`config.mk`:
```
export PLATFORM = sky130hd
export DESIGN_NAME = channel_serializer
export DESIGN_NICKNAME = d
export VERILOG_FILES = /design/src/rtl/channel_pkg.sv /design/src/rtl/channel_chunk_mux.sv /design/src/rtl/channel_serializer_chk.sv /design/src/rtl/channel_serializer.sv
export SDC_FILE = /design/constraint.sdc
export NUM_CORES = 1
export LEC_CHECK = 0
export CORE_ASPECT_RATIO = 0.9
export CORE_MARGIN = 4
export CORE_UTILIZATION = 49
export CTS_CLUSTER_DIAMETER = 40
export DETAILED_ROUTE_END_ITERATION = 12
export GPL_TIMING_DRIVEN = 0
export PLACE_DENSITY = 0.79
export SLEW_MARGIN = 20
export SYNTH_ARGS = -nofsm -noshare
export SYNTH_HDL_FRONTEND = slang
export SYNTH_SLANG_ARGS = --single-unit
```
`constraint.sdc`:
```
create_clock -name clk -period 1.6 [get_ports clk]
set_input_delay 0.16 -clock clk [delete_from_list [all_inputs] [get_ports clk]]
set_output_delay 0.16 -clock clk [all_outputs]
set_load 0.05 [all_outputs]
```
`src/rtl/channel_pkg.sv`:
```
// Shared definitions for the channel width converters (serializer today,
// deserializer later): serializer state encoding and width helpers.
package channel_pkg;

  typedef enum logic [0:0] {
    EMPTY   = 1'b0,
    SENDING = 1'b1
  } ser_state_e;

  function automatic int ceil_div(input int a, input int b);
    return (a + b - 1) / b;
  endfunction

  // Counter width that never collapses to zero bits, even for a single chunk.
  function automatic int clog2_min1(input int x);
    return (x <= 1) ? 1 : $clog2(x);
  endfunction

endpackage

```
`src/rtl/channel_chunk_mux.sv`:
```
// Selects chunk idx of a held word; bits above NIn-1 in the last chunk read as zero.
module channel_chunk_mux
  import channel_pkg::*;
#(
  parameter int NIn  = 32,
  parameter int NOut = 8
) (
  input  logic [NIn-1:0]                                word,
  input  logic [clog2_min1(ceil_div(NIn, NOut))-1:0]    idx,
  output logic [NOut-1:0]                               chunk
);

  localparam int K  = ceil_div(NIn, NOut);
  localparam int IW = clog2_min1(K);

  logic [K*NOut-1:0] padded_s;

  // zero-extend the word to a whole number of chunks, then pick one
  always_comb begin
    padded_s = '0;
    padded_s[NIn-1:0] = word;
    chunk = '0;
    for (int i = 0; i < K; i++) begin
      chunk = (idx == IW'(i)) ? padded_s[i*NOut +: NOut] : chunk;
    end
  end

endmodule

```
`src/rtl/channel_serializer_chk.sv`:
```
// Simulation checks for channel_serializer: legal widths and a frozen chunk while stalled.
module channel_serializer_chk #(
  parameter int NIn  = 32,
  parameter int NOut = 8
) (
  input logic            clk,
  input logic            reset,
  input logic            out_v,
  input logic            out_a,
  input logic [NOut-1:0] out_d
);

  logic            stalled_r;
  logic [NOut-1:0] prev_d_r;

  // remember whether the previous cycle offered a chunk that was not taken
  always_ff @(posedge clk) begin
    if (reset) begin
      stalled_r <= 1'b0;
      prev_d_r  <= '0;
    end else begin
      stalled_r <= out_v && !out_a;
      prev_d_r  <= out_d;
    end
  end

  // a stalled chunk must not change; widths must be legal
  always_ff @(posedge clk) begin
    assert (NIn >= NOut && NOut >= 1)
      else $error("channel_serializer: illegal widths NIn=%0d NOut=%0d", NIn, NOut);
    if (!reset && stalled_r) begin
      assert (out_d == prev_d_r)
        else $error("channel_serializer: out_d changed while stalled (%h -> %h)", prev_d_r, out_d);
    end
  end

endmodule

```
`src/rtl/channel_serializer.sv`:
```
// Width-down converter: one NIn-bit word in, K NOut-bit chunks out (LS chunk first),
// full rate with the next word accepted as the final chunk leaves.
module channel_serializer
  import channel_pkg::*;
#(
  parameter int NIn  = 32,
  parameter int NOut = 8
) (
  input  logic            clk,
  input  logic            reset,
  input  logic [NIn-1:0]  in_d,
  input  logic            in_v,
  output logic            in_a,
  output logic [NOut-1:0] out_d,
  output logic            out_v,
  input  logic            out_a,
  output logic            out_last
);

  localparam int K  = ceil_div(NIn, NOut);
  localparam int IW = clog2_min1(K);
  localparam logic [IW-1:0] LAST_IDX = IW'(K - 1);

  ser_state_e      state_r, next_state_s;
  logic [NIn-1:0]  word_r, next_word_s;
  logic [IW-1:0]   idx_r, next_idx_s;
  logic [NOut-1:0] chunk_s;
  logic            at_last_s;

  assign at_last_s = (idx_r == LAST_IDX);

  channel_chunk_mux #(.NIn(NIn), .NOut(NOut)) u_mux (
    .word  (word_r),
    .idx   (idx_r),
    .chunk (chunk_s)
  );

  // state register
  always_ff @(posedge clk) begin
    if (reset) begin
      state_r <= EMPTY;
      idx_r   <= '0;
      word_r  <= '0;
    end else begin
      state_r <= next_state_s;
      idx_r   <= next_idx_s;
      word_r  <= next_word_s;
    end
  end

  // next state: load on an accepted word, step through chunks, reload on the last one
  always_comb begin
    next_state_s = state_r;
    next_idx_s   = idx_r;
    next_word_s  = word_r;
    case (state_r)
      EMPTY: begin
        if (in_v) begin
          next_word_s  = in_d;
          next_idx_s   = '0;
          next_state_s = SENDING;
        end else begin
          next_state_s = EMPTY;
        end
      end
      SENDING: begin
        if (!out_a) begin
          next_state_s = SENDING;
        end else if (!at_last_s) begin
          next_idx_s = idx_r + IW'(1);
        end else if (in_v) begin
          next_word_s = in_d;
          next_idx_s  = '0;
        end else begin
          next_idx_s   = '0;
          next_state_s = EMPTY;
        end
      end
      default: begin
        next_idx_s   = '0;
        next_state_s = EMPTY;
      end
    endcase
  end

  // outputs: reset gates both valids immediately; out_v never looks at out_a
  always_comb begin
    out_v    = (state_r == SENDING) && !reset;
    out_last = out_v && at_last_s;
    out_d    = out_v ? chunk_s : '0;
    in_a     = !reset && ((state_r == EMPTY) || (out_last && out_a));
  end

  channel_serializer_chk #(.NIn(NIn), .NOut(NOut)) u_chk (
    .clk   (clk),
    .reset (reset),
    .out_v (out_v),
    .out_a (out_a),
    .out_d (out_d)
  );

endmodule

```
Word-level counts from Yosys, hierarchy flattened
Index checks and enable logic that the tools add are counted.
{"block": "word_totals", "reg_bits": 35, "latchBits": 0, "ram_bits": 0, "rom_bits": 0, "in_bits": 36, "memories": 0}
{"block": "op_classes", "n_addsub": 1, "n_mul": 0, "n_div": 0, "order_cmp": 0, "n_eq_ne": 6, "n_shift": 0, "mux": 17, "n_bitwise": 1, "n_reduce_logical": 9}
{"cell": "2-to-1 mux 32 bit", "n": 3}
{"cell": "one-hot mux 32 bit (2 select lines)", "n": 1}
{"cell": "2-to-1 mux 8 bit", "n": 5}
{"cell": "2-to-1 mux 2 bit", "n": 3}
{"cell": "== test 2 bit, second input constant", "n": 2}
{"cell": "logical AND 1 bit", "n": 4}
{"cell": "!= test 2 bit, second input constant", "n": 2}
{"cell": "one-hot mux 2 bit (2 select lines)", "n": 1}
{"cell": "AND reduction 2 bit", "n": 2}
{"cell": "2-to-1 mux 1 bit", "n": 3}
{"cell": "adder 2 x 1 -> 2 bit, second input constant", "n": 1}
{"cell": "== test 2 x 1 -> 1 bit, second input constant", "n": 1}
{"cell": "logical NOT 2 bit", "n": 1}
{"cell": "!= test 2 x 1 -> 1 bit, second input constant", "n": 1}
{"cell": "one-hot mux 1 bit (2 select lines)", "n": 1}
{"cell": "logical NOT 1 bit", "n": 1}
{"cell": "logical OR 1 bit", "n": 1}
{"cell": "inverter 1 bit", "n": 1}

Longest topological paths before layout
Gate-level depths: netlist of run 1.
{"block": "logic_depth", "depth_word": 6, "mapped_depth": 7, "depth_no_buf": 5}

Modules after synthesis
From an unflattened synthesis of run 1, not the netlist that was laid out.
{"block": "hier_totals", "hier_cells": 176, "area_unflattened_um2": 1863.0}
{"mod": "channel_serializer", "instances": 1, "cells_per_inst": 166, "area_per_inst_um2": 1666.6}
{"mod": "channel_chunk_mux", "instances": 1, "cells_per_inst": 10, "area_per_inst_um2": 196.4}

Worst setup path before layout of run 1
No wires, ideal clock.
{"block": "synth_timing", "path_kind": "flip-flop to output port", "from": "register idx_r[1]", "to": "output port out_d[0]", "arrival_time_ps": 2701, "path_slack_ps": -1261, "stages_incl_launch_ff": 8, "path_cell_list": "dfxtp_1 -> inv_1 -> ha_1 -> buf_2 -> nor2b_1 -> buf_4 -> a221oi_1 -> o41ai_1"}
{"block": "synth_via", "elab_chain_cells": 6, "elab_cells_between_ends": 9, "cone_classes": "eq/ne: 3; mux: 5; reduce/logical: 1"}
{"element": "from (decl)", "line_no": "channel_serializer.sv:26", "rtl": "logic [IW-1:0] idx_r, next_idx_s;"}
{"element": "from (signal assigned)", "line_no": "channel_serializer.sv:46", "rtl": "idx_r <= next_idx_s;"}
{"element": "logical NOT 2 bit", "line_no": "channel_chunk_mux.sv:24", "rtl": "chunk = (idx == IW'(i)) ? padded_s[i*NOut +: NOut] : chunk;"}
{"element": "2-to-1 mux 8 bit (3 in a row)", "line_no": "channel_chunk_mux.sv:24"}
{"element": "2-to-1 mux 8 bit (*)", "line_no": "channel_chunk_mux.sv:24"}
{"element": "2-to-1 mux 8 bit (*)", "line_no": "channel_serializer.sv:90", "rtl": "out_d = out_v ? chunk_s : '0;"}
{"element": "to (decl)", "line_no": "channel_serializer.sv:14", "rtl": "output logic [NOut-1:0] out_d,"}
Every way passes the cells marked *; elsewhere a longest branch is shown, timed or not.

Worst setup path after layout of run 1
{"block": "layout_timing", "from": "register idx_r[0]", "to": "output port out_d[1]"}
Same word-level chain as after synthesis.

==> results.json, run 1 <==
{
  "synth.area.top_cells": "dfxtp_1 36%, nand2b_1 21%, mux2i_1 17%, a221oi_1 3.6%, buf_12 3.1%",
  "leakage_nw": 1.21,
  "synth_warnings": 0,
  "clk_latency_ns": 0.29,
  "violations": "negative setup slack",
  "synth_nets": 241,
  "grtUsageMet1": 0.293,
  "relSlewSlack": 0.722,
  "clock_path_buffers": 2,
  "ys.flop_type": "dfxtp_1",
  "vdd_drop_max_uv": 545,
  "yosysMostFrequentCell": "nand2b_1",
  "vias_per_cell": 5.34,
  "cts.sinks": 35,
  "dpl_worst_slack_ns": -0.893,
  "start_util": 0.517,
  "cp_max_fo": 6,
  "layout-drive-gt1-share": 0.280,
  "vias": 1692,
  "die_area_um2": 5060,
  "worst_path_max_delay_cell": "dfxtp_4",
  "drc": 0,
  "fp.dieH_um": 67.9,
  "crit_type": "reg2out",
  "worst_pin_slew_ns": 0.417,
  "top_usage_layer": "met2",
  "antenna_cells": 0,
  "seq_area_frac_synth": 0.359,
  "crit_buf_inv": 5,
  "nFillCells": 215,
  "grt_overflow_total": 0,
  "area_delta_synth_final_pct": 60.9,
  "synth_common_cells": "65 x nand2b_1, 35 x dfxtp_1, 33 x mux2i_1, 9 x clkbuf_1, 9 x nor2b_1",
  "crit_required_ns": 1.44,
  "hold_path.class": "in2reg",
  "io_pins": 47,
  "holdPathStages": 3,
  "grt_use_met3": 0.0485,
  "mappedNetlistArea_um2": 1950,
  "die_w_um": 74.6,
  "cts_buffers": 5,
  "status": "complete, but fails checks",
  "maxCapViolations": 0,
  "routedWlPerCell_um": 18.8,
  "root_buffer": "clkbuf_8",
  "final_cell_area_um2": 3150,
  "rsz0062_at_grt": "true",
  "ys_ff_latch": 35,
  "wl_mm": 5.97,
  "yosys.area.top_type": "dfxtp_1",
  "dp_hpwl_mm": 3.20,
  "path_depth": 8,
  "drtIter0Drc": 72,
  "gp_congestion": 0.768,
  "layout_min_cycle_time_ns": 2.06,
  "setup_slack_ns": -0.465,
  "layout_worst_path_cycle_share": 1.29,
  "rows": 21,
  "grt_max_degree": 11,
  "hold_violations": 0,
  "post_dp_cell_area_um2": 2640,
  "reg2reg_depth": 7,
  "clock_skew_ns": 0.00829,
  "portBuffers": 46,
  "coreArea_um2": 3780,
  "crit_arrival_ns": 1.90,
  "ctsHtreeMaxLevel": 2,
  "grt_pass1_wl_mm": 8.40,
  "power.density_nw_per_um2": 705,
  "fmax_mhz": 484,
  "ant_nets": 0,
  "use_met2": 0.346,
  "crit_chain": "inv_4, buf_4, ha_4, buf_6, buf_4, a221oi_4, o41ai_4, buf_6",
  "path_clk_slew_ns": 0.07,
  "firstDrtPassIters": 4,
  "synth_top_cell_area_share": 0.359,
  "synth.distinct_cells": 21,
  "cts_tree": "yes",
  "synth_edf_count": 0,
  "grt_pass1_vias": 1632,
  "grtUsageTotal": 0.222,
  "cpPeakStageDelay_ns": 0.39,
  "setup_viol": 15,
  "avgSynthCellArea_um2": 9.72,
  "total_power_mw": 2.22,
  "synthCells": 201,
  "startpoint_type": "flip-flop",
  "grt_antenna_before_repair": 0,
  "nets": 310,
  "slew_viol_final": 0,
  "synth-async-reset-ratio": 0,
  "crit_family": "buffers and inverters",
  "endpoint_kind": "primary output"
}
[kinds of logic after synthesis]
family                   Yosys count  synth area share
AND/OR/NAND/NOR                   90             0.277
flip-flops                        35             0.359
multiplexers                      33             0.169
buffers and inverters             20            0.0723
AO/OA/AOI/OAI                     19            0.0980
adder cells (fa/ha/maj)            4            0.0256
[placed cells by master, fill, tap and decap left out, drive strengths merged, types with 2 or more instances in the layout]
master	n
a32oi	2
nor2b	10
nand2b	65
inv	2
dfxtp	35
nand3	8
clkdlybuf4s50	34
a221oi	8
nor2	6
buf	34
clkbuf	18
o41ai	8
mux2i	33
ha	4
[per-stage QoR]
| step | std cells | hold slack [ns] | TNS, ns | utilization |
|---|---|---|---|---|
| final | 317 | 0.439 | -3.69 | 0.831 |
| after global routing | 317 | 0.445 | -5.74 | 0.831 |
| after CTS | 313 | 0.436 | -3.24 | 0.808 |
| after detailed placement | 293 | 0.463 | -13.61 | 0.698 |
| after global placement | 293 | 0.462 | -13.16 | 0.698 |
| after floorplan | 201 | 0.281 | -1.62 | - |
[area by class of cell]
cell class              count  area [µm²]  share of cell area
plain buffers              16         166              0.0529
clock buffers               8         100              0.0318
inverters                   3        21.3             0.00676
multi-input cells         146        1450               0.461
flip-flops and latches     35         708               0.225
well taps                  46        57.6              0.0183
repair buffers             63         643               0.204
[routing by layer]
metal | up-vias | share of wire
li1 | 824 | -
met1 | 770 | 0.44
met2 | 72 | 0.45
met3 | 26 | 0.067
met4 | 0 | 0.040
met5 | - | 0
[report_power, final]
part	switching (mW)	internal, mW
Clock	0.317	0.393
Sequential	0.0557	0.924
Combinational	0.230	0.297
Total	0.603	1.61
[worst min-delay path, cell delays in order]
cell             delay (ns)
clkdlybuf4s50_1        0.40
nand2b_1               0.07
mux2i_1                0.06
[registers in the layout (all words and copies together) (netlist names)]
name,count
word_r,32
state_r,1
idx_r,2
[final timing paths]
check,start,end,slack [ns]
min reg2reg,word_r[25],word_r[25],0.48
min,in_d[17],word_r[17],0.44
max reg2reg,idx_r[0],word_r[6],-0.12
max,idx_r[0],out_d[1],-0.46
[timing repair]
item | in CTS | in global routing
endpoints found under the setup margin | 41 | 41
pin swaps | 5 | 9
gates cloned | 0 | 1
resized for setup | 111 | 10
setup buffers | 12 | 5
hold buffers | 0 | 0
(Power assumes the default switching activity.)
==> inputs of run 2 (changes only) <==
--- a/config.mk
+++ b/config.mk
@@ -5,13 +5,14 @@
 export SDC_FILE = /design/constraint.sdc
 export NUM_CORES = 1
 export LEC_CHECK = 0
+export ABC_CLOCK_PERIOD_IN_PS = 2400
 export CORE_ASPECT_RATIO = 0.9
 export CORE_MARGIN = 4
-export CORE_UTILIZATION = 49
+export CORE_UTILIZATION = 50
 export CTS_CLUSTER_DIAMETER = 40
 export DETAILED_ROUTE_END_ITERATION = 12
 export GPL_TIMING_DRIVEN = 0
-export PLACE_DENSITY = 0.79
+export PLACE_DENSITY = 0.8
 export SLEW_MARGIN = 20
 export SYNTH_ARGS = -nofsm -noshare
 export SYNTH_HDL_FRONTEND = slang
==> constraint.sdc (replaced) <==
create_clock -name clk -period 2.4 [get_ports clk]
set_input_delay 0.24 -clock clk [delete_from_list [all_inputs] [get_ports clk]]
set_output_delay 0.24 -clock clk [all_outputs]
set_load 0.05 [all_outputs]
==> results.json, run 2 (synthesis results as in run 1) <==
{
  "status": "completed",
  "final_cell_area_um2": 2610,
  "path_depth": 7,
  "io_pins": 47,
  "die_w_um": 73.9,
  "crit_arrival_ns": 2.05,
  "routedWlPerCell_um": 14.8,
  "endpoint_kind": "primary output",
  "regArea_um2": 702,
  "drc": 0,
  "regMostFlops": "word_r",
  "die_area_um2": 4970,
  "holdWs_ns": 0.478,
  "hold_path.class": "reg2reg",
  "area_delta_synth_final_pct": 33.7,
  "cp_max_fo": 9,
  "cts.sinks": 35,
  "slew_viol_final": 0,
  "layout_worst_path_cycle_share": 0.956,
  "reg_top3": "word_r x32, idx_r x2, state_r x1",
  "gp_congestion": 0.835,
  "layout_min_cycle_time_ns": 2.29,
  "dp_hpwl_mm": 3.27,
  "nFillCells": 310,
  "cpMostUsedCell": "buf_4",
  "crit_chain": "ha_1, buf_2, nor2b_2, buf_4, a221oi_1, o41ai_2, buf_4",
  "post_dp_cell_area_um2": 2520,
  "grt_max_degree": 11,
  "cpPeakStageDelay_ns": 0.42,
  "crit_required_ns": 2.16,
  "grt_overflow_total": 0,
  "clk_latency_ns": 0.29,
  "cts_buffers": 5,
  "nets": 294,
  "rsz0062_at_grt": "false",
  "largest_reg_flops": 32,
  "multiInputGateArea_um2": 1170,
  "antenna_cells": 0,
  "vias_per_cell": 5.20,
  "cts_tree": "yes",
  "setup_viol": 0,
  "maxCapViolations": 0,
  "leakage_nw": 1.06,
  "fp.dieH_um": 67.3,
  "start_util": 0.524,
  "crit_type": "reg2out",
  "final_common_cell": "nand2b_1",
  "holdPathStages": 2,
  "layout-drive-gt1-share": 0.161,
  "fmax_mhz": 436,
  "relSlewSlack": 0.678,
  "portBuffers": 46,
  "setup_tns_ns": 0,
  "grt_antenna_before_repair": 0,
  "rows": 21,
  "vdd_drop_max_uv": 356,
  "power.density_nw_per_um2": 527,
  "grt_pass1_vias": 1539,
  "path_clk_slew_ns": 0.07,
  "post_cts_buffers": 0,
  "clock_skew_ns": 0.00359,
  "grt_pass1_wl_mm": 7.22,
  "crit_family": "buffers and inverters",
  "coreArea_um2": 3730,
  "ctsHtreeMaxLevel": 2,
  "ant_nets": 0,
  "final_cell_mix": "65 x nand2b_1, 35 x clkdlybuf4s50_1, 34 x dfxtp_1, 33 x mux2i_1, 10 x buf_4",
  "hold_violations": 0,
  "firstDrtPassIters": 4,
  "startpoint_type": "flip-flop",
  "worst_path_max_delay_cell": "a221oi_1",
  "clock_path_buffers": 2,
  "wl_mm": 4.45,
  "vias": 1566,
  "root_buffer": "clkbuf_8",
  "grtUsageTotal": 0.194,
  "crit_buf_inv": 3,
  "reg2reg_depth": 7,
  "drtIter0Drc": 100,
  "worst_pin_slew_ns": 0.485
}
==> run 2: path summary, 6_finish.rpt <==
kind                                  from  slack [ns]    endpoint
worst max register to register    idx_r[0]        0.73  word_r[21]
worst min register to register  word_r[16]        0.48  word_r[16]
worst max-delay path              idx_r[0]        0.11    out_d[5]
worst min-delay path            word_r[16]        0.48  word_r[16]
==> run 2: layout make-up <==
class                           instances  share of cell area
Buffer                                 17              0.0512
Clock buffer                            8              0.0383
Inverter                                3             0.00431
Multi-Input combinational cell        146               0.447
Sequential cell                        35               0.269
Tap cell                               46              0.0220
Timing Repair Buffer                   46               0.168
==> run 2: where the power goes <==
group / internal [mW] / total (mW) / switching [mW]
combinational: 0.144 / 0.256 / 0.112
clock: 0.262 / 0.480 / 0.218
sequential: 0.617 / 0.640 / 0.0229
total: 1.02 / 1.38 / 0.353
==> run 2: worst min-delay path, stage by stage (launching register included) <==
cell and delay (ns):
dfxtp_1 0.31, nand2b_1 0.06, mux2i_1 0.06
==> run 2: what timing repair did <==
action,CTS,global route
endpoints found under the setup margin,11,10
resized for setup,55,23
hold buffers,0,0
pin swaps,0,4
==> run 2: through the flow <==
stage               power, mW  cells  setup slack, ns  utilization
floorplan               0.806    201            0.114            -
global placement        0.906    293           -0.221        0.675
detailed placement      0.909    293           -0.247        0.675
CTS                      1.38    301          0.00190        0.692
global route             1.43    301           0.0114        0.700
finish                   1.38    301            0.107        0.700
==> run 2: routing by layer <==
layer	vias to the layer above	part of all wire	routed length, µm	track usage
met5	-	0	0	0
met4	0	0.0076	34	0.0475
met3	5	0.061	272	0.0625
met2	43	0.46	2060	0.315
met1	726	0.47	2080	0.249
li1	792	-	-	-
==> inputs of run 3 (changes only) <==
--- a/config.mk
+++ b/config.mk
@@ -9,6 +9,7 @@
 export CORE_ASPECT_RATIO = 0.9
 export CORE_MARGIN = 4
 export CORE_UTILIZATION = 50
+export CTS_BUF_LIST = sky130_fd_sc_hd__clkbuf_8
 export CTS_CLUSTER_DIAMETER = 40
 export DETAILED_ROUTE_END_ITERATION = 12
 export GPL_TIMING_DRIVEN = 0
==> results.json, run 3 (synthesis results as in run 1) <==
{
  "status": "completed",
  "largest_reg_flops": 32,
  "wl_mm": 4.42,
  "p_sw_uw": 349,
  "gp_congestion": 0.835,
  "regToRegSetupSlack_ns": 0.72,
  "reg_top3": "word_r x32, idx_r x2, state_r x1",
  "nFillCells": 310,
  "p_comb_frac": 0.187,
  "routedWlPerCell_um": 14.7,
  "postCtsHoldBufs": 0,
  "pwr-share-clk": 0.345,
  "endpoint_kind": "primary output",
  "vias_per_cell": 5.18,
  "die_area_um2": 4970,
  "dp_hpwl_mm": 3.27,
  "hold_path.class": "reg2reg",
  "reg2reg_depth": 7,
  "worst_pin_slew_ns": 0.485,
  "portBuffers": 46,
  "layout-drive-gt1-share": 0.161,
  "min_to": "word_r[16]",
  "grt_pass1_vias": 1539,
  "p_int_mw": 1.02,
  "grt_pass1_wl_mm": 7.22,
  "total_power_mw": 1.37,
  "drtIter0Drc": 99,
  "grt_antenna_before_repair": 0,
  "ctsHtreeMaxLevel": 2,
  "holdWs_ns": 0.478,
  "coreArea_um2": 3730,
  "hold_start": "word_r[16]",
  "finalNonFillerCells": 301,
  "fp.dieH_um": 67.3,
  "drc": 0,
  "crit_type": "reg2out",
  "antenna_cells": 0,
  "cts_buffers": 5,
  "leakage_nw": 1.06,
  "grt_max_degree": 11,
  "cts_tree": "yes",
  "slew_viol_final": 0,
  "final_cell_mix": "65 x nand2b_1, 35 x clkdlybuf4s50_1, 34 x dfxtp_1, 33 x mux2i_1, 10 x buf_4",
  "rows": 21,
  "setup_viol": 0,
  "area_delta_synth_final_pct": 33.7,
  "switching_share": 0.255,
  "relSlewSlack": 0.678,
  "cts.sinks": 35,
  "startpoint_type": "flip-flop",
  "cp_max_fo": 9,
  "r2r-start": "idx_r[0]",
  "postLayoutCoreUtil": 0.700,
  "path_clk_slew_ns": 0.07,
  "die_w_um": 73.9,
  "layout_min_cycle_time_ns": 2.29,
  "setup_tns_ns": 0,
  "grtUsageTotal": 0.194,
  "clock_skew_ns": 0.00352,
  "dpl.cell_count": 293,
  "regMostFlops": "word_r",
  "clk_latency_ns": 0.29,
  "crit_arrival_ns": 2.05,
  "final_common_cell": "nand2b_1",
  "holdPathStages": 2,
  "grt_overflow_total": 0,
  "hold_violations": 0,
  "vdd_drop_max_uv": 356,
  "clock_path_buffers": 2,
  "ant_nets": 0,
  "seqPwrFrac": 0.468,
  "crit_required_ns": 2.16,
  "io_pins": 47,
  "reg2reg_to": "word_r[21]",
  "power.density_nw_per_um2": 524,
  "vias": 1559,
  "root_buffer": "clkbuf_8",
  "rsz0062_at_grt": "false",
  "start_util": 0.524,
  "firstDrtPassIters": 4,
  "fmax_mhz": 437,
  "nets": 294,
  "maxCapViolations": 0,
  "layout_worst_path_cycle_share": 0.955
}
run 3: cell types whose count changed in the layout (fill, tap and decap cells not counted), sizes merged:
| cell | before | now |
|---|---|---|
| inv | 2 | 3 |
| clkbuf | 16 | 15 |
run 3: timing repair:
item	in CTS	in global routing
gates resized for setup	55	23
gates cloned	0	0
pin swaps	0	4
endpoints found under the setup margin	11	10
hold endpoints to repair	0	0
buffers inserted	0	0
run 3: power groups by stage:
stage / sequential [mW] / combinational, mW / clock (mW)
after floorplan: 0.645 / 0.161 / 0
after CTS: 0.639 / 0.255 / 0.481
after global routing: 0.643 / 0.277 / 0.510
final: 0.640 / 0.256 / 0.472
after detailed placement: 0.652 / 0.257 / 0
after global placement: 0.652 / 0.254 / 0
run 3: worst max-delay path, cell delays in order (launching register included):
cell and delay (ns):
dfxtp_1 0.41, ha_1 0.17, buf_2 0.21, nor2b_2 0.06, buf_4 0.16, a221oi_1 0.42, o41ai_2 0.13, buf_4 0.20
run 3: cell type report:
cell class / count / area (µm²) / share of cell area
inverters: 3 / 11.3 / 0.00431
clock buffers: 7 / 96.3 / 0.0369
plain buffers: 17 / 134 / 0.0512
flip-flops and latches: 35 / 702 / 0.269
multi-input cells: 146 / 1170 / 0.447
repair buffers: 46 / 439 / 0.168
well taps: 46 / 57.6 / 0.0220
clock inverters: 1 / 3.75 / 0.00144
run 3: metrics by stage:
stage / setup WS, ns / cell area [µm²]
finish: 0.109 / 2610
global placement: -0.221 / 2520
global route: 0.0108 / 2610
detailed placement: -0.247 / 2520
CTS: 0.00152 / 2580
floorplan: 0.114 / 2000
run 3: worst max-delay path by stage:
stage,startpoint,endpoint,slack [ns]
after CTS,idx_r[1],out_d[1],0.002
after detailed placement,reset,out_d[3],-0.25
final,idx_r[0],out_d[5],0.11
after global placement,reset,out_d[2],-0.22
after global routing,idx_r[1],out_d[5],0.01
after floorplan,idx_r[1],out_d[5],0.11
run 3: layer usage:
metal,global-route usage,vias to the layer above,wire [µm]
met4,0.0475,0,31
li1,-,792,-
met2,0.315,39,2060
met3,0.0625,4,260
met1,0.249,724,2070
met5,0,-,0
